## config.mk

```make
export PLATFORM = sky130hd
export DESIGN_NAME = keccak_squeeze_out
export DESIGN_NICKNAME = d
export VERILOG_FILES = /design/src/rtl/keccak_pkg.sv /design/src/rtl/squeeze_word_sel.sv /design/src/rtl/keccak_squeeze_out.sv
export SDC_FILE = /design/constraint.sdc
export NUM_CORES = 2
export LEC_CHECK = 0
export CORE_AREA = 5 5 653 655
export CTS_CLUSTER_DIAMETER = 100
export DETAILED_ROUTE_END_ITERATION = 6
export DIE_AREA = 0 0 658 660
export SLEW_MARGIN = 20
export SYNTH_ARGS = -nofsm -noshare
export SYNTH_HDL_FRONTEND = slang
export SYNTH_SLANG_ARGS = --single-unit
```

## constraint.sdc

```tcl
create_clock -name clk -period 2.8 [get_ports clk]
set_input_delay 0.42 -clock clk [delete_from_list [all_inputs] [get_ports clk]]
set_output_delay 0.42 -clock clk [all_outputs]
set_load 0.03 [all_outputs]
```

## src/rtl/keccak_pkg.sv

```systemverilog
// Shared definitions for the Keccak output stage: mode encoding, FSM states and
// per-mode rate/digest-length lookups.
package keccak_pkg;

    localparam int unsigned StateW = 1600;
    localparam int unsigned IdxW   = 8;

    typedef enum logic [2:0] {
        CmSha3_224 = 3'd0,
        CmSha3_256 = 3'd1,
        CmSha3_384 = 3'd2,
        CmSha3_512 = 3'd3,
        CmShake128 = 3'd4,
        CmShake256 = 3'd5
    } cmode_e;

    typedef enum logic [1:0] {StIdle, StWait, StStream, StReq} sq_state_e;

    function automatic int unsigned rate_bits(input logic [2:0] cm);
        int unsigned r;
        case (cmode_e'(cm))
            CmSha3_224: r = 1152;
            CmSha3_256: r = 1088;
            CmSha3_384: r = 832;
            CmSha3_512: r = 576;
            CmShake128: r = 1344;
            CmShake256: r = 1088;
            default:    r = 0;
        endcase
        return r;
    endfunction

    function automatic int unsigned sha3_len(input logic [2:0] cm);
        int unsigned l;
        case (cmode_e'(cm))
            CmSha3_224: l = 224;
            CmSha3_256: l = 256;
            CmSha3_384: l = 384;
            CmSha3_512: l = 512;
            default:    l = 0;
        endcase
        return l;
    endfunction

    function automatic logic is_shake(input logic [2:0] cm);
        return (cm == CmShake128) || (cm == CmShake256);
    endfunction

    function automatic logic cmode_legal(input logic [2:0] cm);
        return cm <= CmShake256;
    endfunction

    // Every legal beat width divides every rate exactly.
    function automatic bit out_w_legal(input int unsigned w);
        return (w == 8) || (w == 16) || (w == 32) || (w == 64);
    endfunction

endpackage

```

## src/rtl/squeeze_word_sel.sv

```systemverilog
// Selects beat idx of the held state and zeroes bits beyond the remaining
// length on the final beat.
module squeeze_word_sel
    import keccak_pkg::*;
#(
    parameter int unsigned OUT_W = 32,
    parameter int unsigned D_W   = 16
) (
    input  logic [StateW-1:0] state,
    input  logic [IdxW-1:0]   idx,
    input  logic [D_W-1:0]    remaining,
    input  logic              last,
    output logic [OUT_W-1:0]  word
);

    logic [10:0]      base;
    logic [OUT_W-1:0] raw;

    always_comb begin
        base = 11'(idx) * 11'(OUT_W);
        raw  = state[base +: OUT_W];
        for (int unsigned i = 0; i < OUT_W; i++) begin
            word[i] = raw[i] & (~last | (D_W'(i) < remaining));
        end
    end

endmodule

```

## src/rtl/keccak_squeeze_out.sv

```systemverilog
// Streaming squeeze stage: holds the permuted state, emits the digest in OUT_W
// beats under valid/ready and requests extra permutations for long SHAKE output.
module keccak_squeeze_out
    import keccak_pkg::*;
#(
    parameter int unsigned OUT_W = 32,
    parameter int unsigned D_W   = 16
) (
    input  logic              clk,
    input  logic              rst_n,
    input  logic              start,
    input  logic [2:0]        cmode,
    input  logic [D_W-1:0]    d,
    input  logic [StateW-1:0] state_i,
    input  logic              state_vld,
    output logic [OUT_W-1:0]  dt_o,
    output logic              dt_vld,
    input  logic              dt_rdy,
    output logic              dt_last,
    output logic              perm_req,
    output logic              busy,
    output logic              err
);

    if (!out_w_legal(OUT_W)) begin : g_out_w_check
        $error("OUT_W must be 8, 16, 32 or 64");
    end

    sq_state_e         st_q, st_d;
    logic [2:0]        mode_q, mode_d;
    logic [D_W-1:0]    rem_q, rem_d;
    logic [IdxW-1:0]   idx_q, idx_d;
    logic [StateW-1:0] held_q, held_d;
    logic              err_q, err_d;

    logic              start_ok, stream, xfer, last;
    logic [D_W-1:0]    start_len, take;
    logic [IdxW-1:0]   rw;
    logic [OUT_W-1:0]  word;

    assign start_ok  = cmode_legal(cmode) && !(is_shake(cmode) && (d == '0));
    assign start_len = is_shake(cmode) ? d : D_W'(sha3_len(cmode));
    assign stream    = (st_q == StStream);
    assign xfer      = stream && dt_rdy;
    assign last      = (rem_q <= D_W'(OUT_W));
    assign take      = last ? rem_q : D_W'(OUT_W);
    assign rw        = IdxW'(rate_bits(mode_q) / OUT_W);

    squeeze_word_sel #(
        .OUT_W (OUT_W),
        .D_W   (D_W)
    ) u_word_sel (
        .state     (held_q),
        .idx       (idx_q),
        .remaining (rem_q),
        .last      (last),
        .word      (word)
    );

    always_ff @(posedge clk or negedge rst_n) begin
        if (!rst_n) begin
            st_q <= StIdle;
        end else begin
            st_q <= st_d;
        end
    end

    always_comb begin
        st_d = st_q;
        unique case (st_q)
            StIdle:   if (start && start_ok) st_d = StWait;
            StWait:   if (state_vld) st_d = StStream;
            StStream: begin
                if (xfer) begin
                    if (last) begin
                        st_d = StIdle;
                    end else if (idx_q == rw - IdxW'(1)) begin
                        st_d = StReq;
                    end
                end
            end
            StReq:    st_d = StWait;
            default:  st_d = StIdle;
        endcase
    end

    always_comb begin
        dt_vld   = stream;
        dt_last  = stream && last;
        dt_o     = stream ? word : '0;
        perm_req = (st_q == StReq);
        busy     = (st_q != StIdle);
        err      = err_q;
    end

    always_comb begin
        mode_d = mode_q;
        rem_d  = rem_q;
        idx_d  = idx_q;
        held_d = held_q;
        err_d  = 1'b0;
        unique case (st_q)
            StIdle: begin
                if (start && start_ok) begin
                    mode_d = cmode;
                    rem_d  = start_len;
                end else if (start) begin
                    err_d = 1'b1;
                end
            end
            StWait: begin
                if (state_vld) begin
                    held_d = state_i;
                    idx_d  = '0;
                end
            end
            StStream: begin
                if (xfer) begin
                    rem_d = rem_q - take;
                    idx_d = idx_q + IdxW'(1);
                end
            end
            default: ;
        endcase
    end

    always_ff @(posedge clk or negedge rst_n) begin
        if (!rst_n) begin
            mode_q <= '0;
            rem_q  <= '0;
            idx_q  <= '0;
            held_q <= '0;
            err_q  <= 1'b0;
        end else begin
            mode_q <= mode_d;
            rem_q  <= rem_d;
            idx_q  <= idx_d;
            held_q <= held_d;
            err_q  <= err_d;
        end
    end

endmodule

```

; ---- Word level (Yosys, flattened, before mapping)
; Cells that the tools add are included.
[totals]
out_inout_bits = 37
ram_bits = 0
elab_cells = 167
romBits = 0
regBits = 1630
latchBits = 0
memories = 0
[classes]
n_mux = 20
eq_ne = 18
mul = 0
shifts = 1
reduce_logical = 20
order_cmp = 34
addsub = 3
div = 0
n_bitwise = 65
[ops]
columns = operator, n
row1 = 1600-bit by 12-bit indexed part select with 32-bit output, 1
row2 = 5-bit by 16-bit < comparator with 1-bit output (first input constant), 16
row3 = 4-bit by 16-bit < comparator with 1-bit output (first input constant), 8
row4 = 3-bit by 16-bit < comparator with 1-bit output (first input constant), 4
row5 = 16-bit 2-to-1 mux, 4
row6 = 11-bit case mux with 5 select lines, 1
row7 = 10-bit case mux with 4 select lines, 1
row8 = 1-bit bitwise AND, 32
row9 = 1-bit by 16-bit < comparator with 1-bit output (first input constant), 2
row10 = 2-bit by 16-bit < comparator with 1-bit output (first input constant), 2
row11 = 32-bit 2-to-1 mux, 1
row12 = 1-bit OR, 32
row13 = 16-bit case mux with 2 select lines, 1
row14 = 16-bit by 6-bit <= comparator with 1-bit output (second input constant), 1
row15 = 16-bit zero test, 1
row16 = 8-bit 2-to-1 mux, 2
row17 = 8-bit case mux with 2 select lines, 1
row18 = 16-bit subtractor, 1
row19 = 3-bit by 2-bit equality test with 1-bit output (second input constant), 4
row20 = 3-bit equality test (second input constant), 4
row21 = 2-bit 2-to-1 mux, 5
row22 = 8-bit by 1-bit adder with 8-bit output (second input constant), 1
row23 = 8-bit equality test, 1
row24 = 2-bit case mux with 4 select lines, 1
row25 = 20 further kinds, 34

; ---- Depth between registers and ports, before layout
[logic_depth]
ltp_word = 9
depth_mapped = 12

; ---- By module
; From an unflattened synthesis, not the netlist that was laid out.
[unflattened]
cells_unflattened = 8186
area_unflattened_um2 = 75247.2
[modules_own_cells]
columns = mod, instances, cells_per_inst, area_each_um2
row1 = keccak_squeeze_out, 1, 7043, 61671.6
row2 = squeeze_word_sel, 1, 1143, 13575.5

; ---- Worst setup path before layout
; Ideal clock, no wire load.
[synth_timing]
path_kind = register -> output
startpoint = register idx_q[3]
endpoint = output port dt_o[23]
stages_incl_launch_ff = 8
setup_slack_ns = -0.660
arrival_ns = 3.040
n_path_buf = 3
path_cell_list = dfrtp_1 -> buf_2 -> or4b_1 -> clkbuf_1 -> clkbuf_1 -> nor2_1 -> nor3_1 -> a2111oi_0
[synth_via]
elab_chain_cells = 3
[synth_rtl]
columns = element, line
row1 = from (decl), keccak_squeeze_out.sv:32  ; logic [IdxW-1:0] idx_q, idx_d;
row2 = from (signal assigned), keccak_squeeze_out.sv:137  ; idx_q <= idx_d;
row3 = 1600-bit by 12-bit indexed part select with 32-bit output, squeeze_word_sel.sv:21  ; raw = state[base +: OUT_W];
row4 = 1-bit bitwise AND, squeeze_word_sel.sv:23  ; word[i] = raw[i] & (~last | (D_W'(i) < remaining));
row5 = 32-bit 2-to-1 mux, keccak_squeeze_out.sv:90  ; dt_o = stream ? word : '0;
row6 = to (decl), keccak_squeeze_out.sv:16  ; output logic [OUT_W-1:0] dt_o,
; No other way between the ends.

; ---- Worst setup path in the final report
[layout_timing]
startpoint = register idx_q[0]
endpoint = output port dt_o[11]
; The elaborated chain is that of the path after synthesis.

==> results_dict.tcl <==
set metrics [dict create \
    clockRootBuffer "clkbuf_16" \
    hp-class "in2reg" \
    nFillCells 44200 \
    ys_seq_area_share_pct 54.7 \
    post-route-drc-count 0 \
    rsz0062_at_grt "yes" \
    grt_pass1_wl_um 606000 \
    irDropWorstVdd_mv 0.571 \
    numCtsBuffers 200 \
    routed_wl_um 461000 \
    violations "setup timing" \
    synth_most_common_cell "nand2_1" \
    synth-edff-count 0 \
    grt_antenna_before_repair 199 \
    worst_slew_pin_slew_ps 819 \
    ys_async_sr_fraction_pct 100 \
    internal_power_uw 69800 \
    place_area_sq_um 101000 \
    fin_crit_ps 4330 \
    powerDensity_nw_per_um2 1000 \
    place_ws_ps -1460 \
    fin_ws_ps -1530 \
    cp_data_required_time_ps 2380 \
    pwr-share-comb_pct 37.1 \
    crit_path_end_kind "output port" \
    cts_max_path_buffers 4 \
    port_buffers 1660 \
    ys_ff_latch 1630 \
    p_clk_share_pct 24.6 \
    hold_viol 0 \
    track_usage_pct 20.2 \
    critPathLaunchType "flop" \
    drive_above_1_share_pct 14.7 \
    final_nets 11900 \
    fmaxAchievable_mhz 231 \
    drt_iter0_markers 7041 \
    final_design_area_no_fill_sq_um 116000 \
    synthDistinctLibCells 60 \
    drv_slew 0 \
    grt_start_max_net_pins 111 \
    busiest_layer "met2" \
    place.detailed.hpwl_um 381000 \
    path_clk_slew_ps 60 \
    synth.top_cell.area_share_pct 54.7 \
    dp.cells 15100 \
    yosysWarningCount 0 \
    met3_usage_pct 4.08 \
    synthCells 7919 \
    floorplan.initialDensity_pct 17.8 \
    crit_type "reg2out" \
    dieWidth_um 658 \
    syn_nets 9550 \
    cts.sinks 1630 \
    pwr-share-seq_pct 38.3 \
    p_sw_uw 46100 \
    setup_viol 33 \
    cts_tree "built" \
    clk_latency_ps 880 \
    avgViaCountPerCell 4.32 \
    avgRoutedWirePerCell_um 28.7 \
    p_leak_uw 0.0529 \
    num_vias 69400 \
    io_pins 1661 \
    cts_max_level 4 \
    critPathArrivalTime_ps 3910 \
    grt-ovfl-total 0 \
    relSlewSlack_pct 45.4 \
    first_global_vias 69300 \
    syn_area_sq_um 74600 \
    period_share_pct 155 \
    syn_area_per_cell_sq_um 9.42 \
    netlist_top_cells_area "dfrtp_1, nand2_1, mux4_2" \
    grt_use_met2_pct 33.3 \
    setup_tns_ps -45090 \
    antenna_left 0 \
    coreArea_sq_um 419000 \
    fin_cells 16100 \
    syn_to_final_growth_pct 54.8 \
    synthTopCellsByCount "nand2_1, dfrtp_1, mux4_2" \
    placementRows 238 \
    firstDrtPassIters 6 \
    die_y_um 660 \
    max_cap_viol_count 0 \
    p_sw_share_pct 39.8 \
    synth_top_area_cell "dfrtp_1" \
    gr-usage-met1_pct 24.9 \
    critical_path.max_fanout 6 \
    dieArea_sq_um 434000 \
    outcome "complete, but fails checks" \
    finalWeightedCongestion 0.956 \
    worst_clock_skew_ps 61.4 \
    synth_flop_cell "dfrtp_1" \
]
kinds of logic after synthesis:
kind of cell | Yosys count | share of synthesized area, %
AOI/OAI and AO/OA | 221 | 1.98
muxes | 545 | 14.8
xor gates and xnor gates | 5 | 0.0587
and+or+nand+nor | 4984 | 25.3
other | 1 | 0.00503
buffers and inverters | 526 | 3.06
DFF | 1630 | 54.7
adders and majority gates | 7 | 0.117
worst paths after layout:
check / to / cells past startpoint / slack (ps) / startpoint
min in group asynchronous: held_q[685]$_DFFE_PN0P_ / 2 / 190 / rst_n
min: held_q[891]$_DFFE_PN0P_ / 3 / 90 / state_i[891]
max in group asynchronous: held_q[1337]$_DFFE_PN0P_ / 3 / 1440 / rst_n
max: dt_o[11] / 10 / -1530 / idx_q[0]$_DFFE_PN0P_
max reg2reg: st_q[0]$_DFFE_PN0P_ / 8 / 110 / mode_q[0]$_DFFE_PN0P_
min reg2reg: held_q[994]$_DFFE_PN0P_ / 2 / 470 / held_q[994]$_DFFE_PN0P_
sequential cells by signal (all words and copies together), names as in the netlist:
name    flops
mode_q      3
idx_q       8
err         1
st_q        2
held_q   1600
rem_q      16
power groups by stage:
stage | clock [uW] | sequential (uW) | combinational [uW]
6_report | 28500 | 44400 | 43100
5_1_grt | 30000 | 45100 | 47000
4_1_cts | 29100 | 44200 | 43200
3_5_place_dp | 0 | 44300 | 41400
3_3_place_gp | 0 | 44700 | 40800
2_1_floorplan | 0 | 38800 | 22300
layout make-up:
type / instances / area, sq um / area share [%]
Clock inverter: 104 / 1580 / 1.37
Clock buffer: 262 / 5640 / 4.88
Timing Repair Buffer: 2654 / 27600 / 23.9
Inverter: 9 / 33.8 / 0.0292
Antenna cell: 128 / 320 / 0.277
Tap cell: 5520 / 6910 / 5.98
Multi-Input combinational cell: 5763 / 32700 / 28.3
Sequential cell: 1630 / 40800 / 35.3
stage by stage:
| step | power (uW) | hold slack, ps | utilization (%) |
|---|---|---|---|
| after floorplan | 61100 | 124 | - |
| after global placement | 85500 | 453 | 24.1 |
| after detailed placement | 85800 | 457 | 24.1 |
| after CTS | 116000 | 0.0354 | 27.1 |
| after global routing | 122000 | 40.9 | 27.5 |
| final | 116000 | 92.2 | 27.6 |
placed cells by master, fill, tap and decap left out, drive strengths merged, types with 50 or more instances in the layout:
cell type and instances:
diode 128, clkbuf 271, dfrtp 1630, mux2i 82
nand2 4840, dlygate4sd3 446, clkinv 50, clkdlybuf4s50 1622
nor2 58, buf 574, mux4 444
routing by layer:
metal	routed length (um)	share of wire (%)	up-vias
met5	450	0.098	-
met4	27100	5.9	68
met3	29700	6.5	806
met2	221000	48	3212
met1	182000	40	34900
li1	-	-	30500
what timing repair did:
action	CTS	global route
setup buffers	10	72
resized for setup	166	151
pin swaps	14	43
gates cloned	2	9
endpoints found under the setup margin	36	34
hold buffers	446	0
hold endpoints to repair	1089	0
worst max-delay path: stages (launching register included):
cell and delay [ps]:
dfrtp_4 530, buf_12 170, buf_12 140, buf_16 150, buf_12 130, mux4_2 400, mux4_2 400, o22ai_4 150
buf_6 160, a2111oi_4 530, buf_6 220
Note: power is estimated with default switching activity, not from simulation.
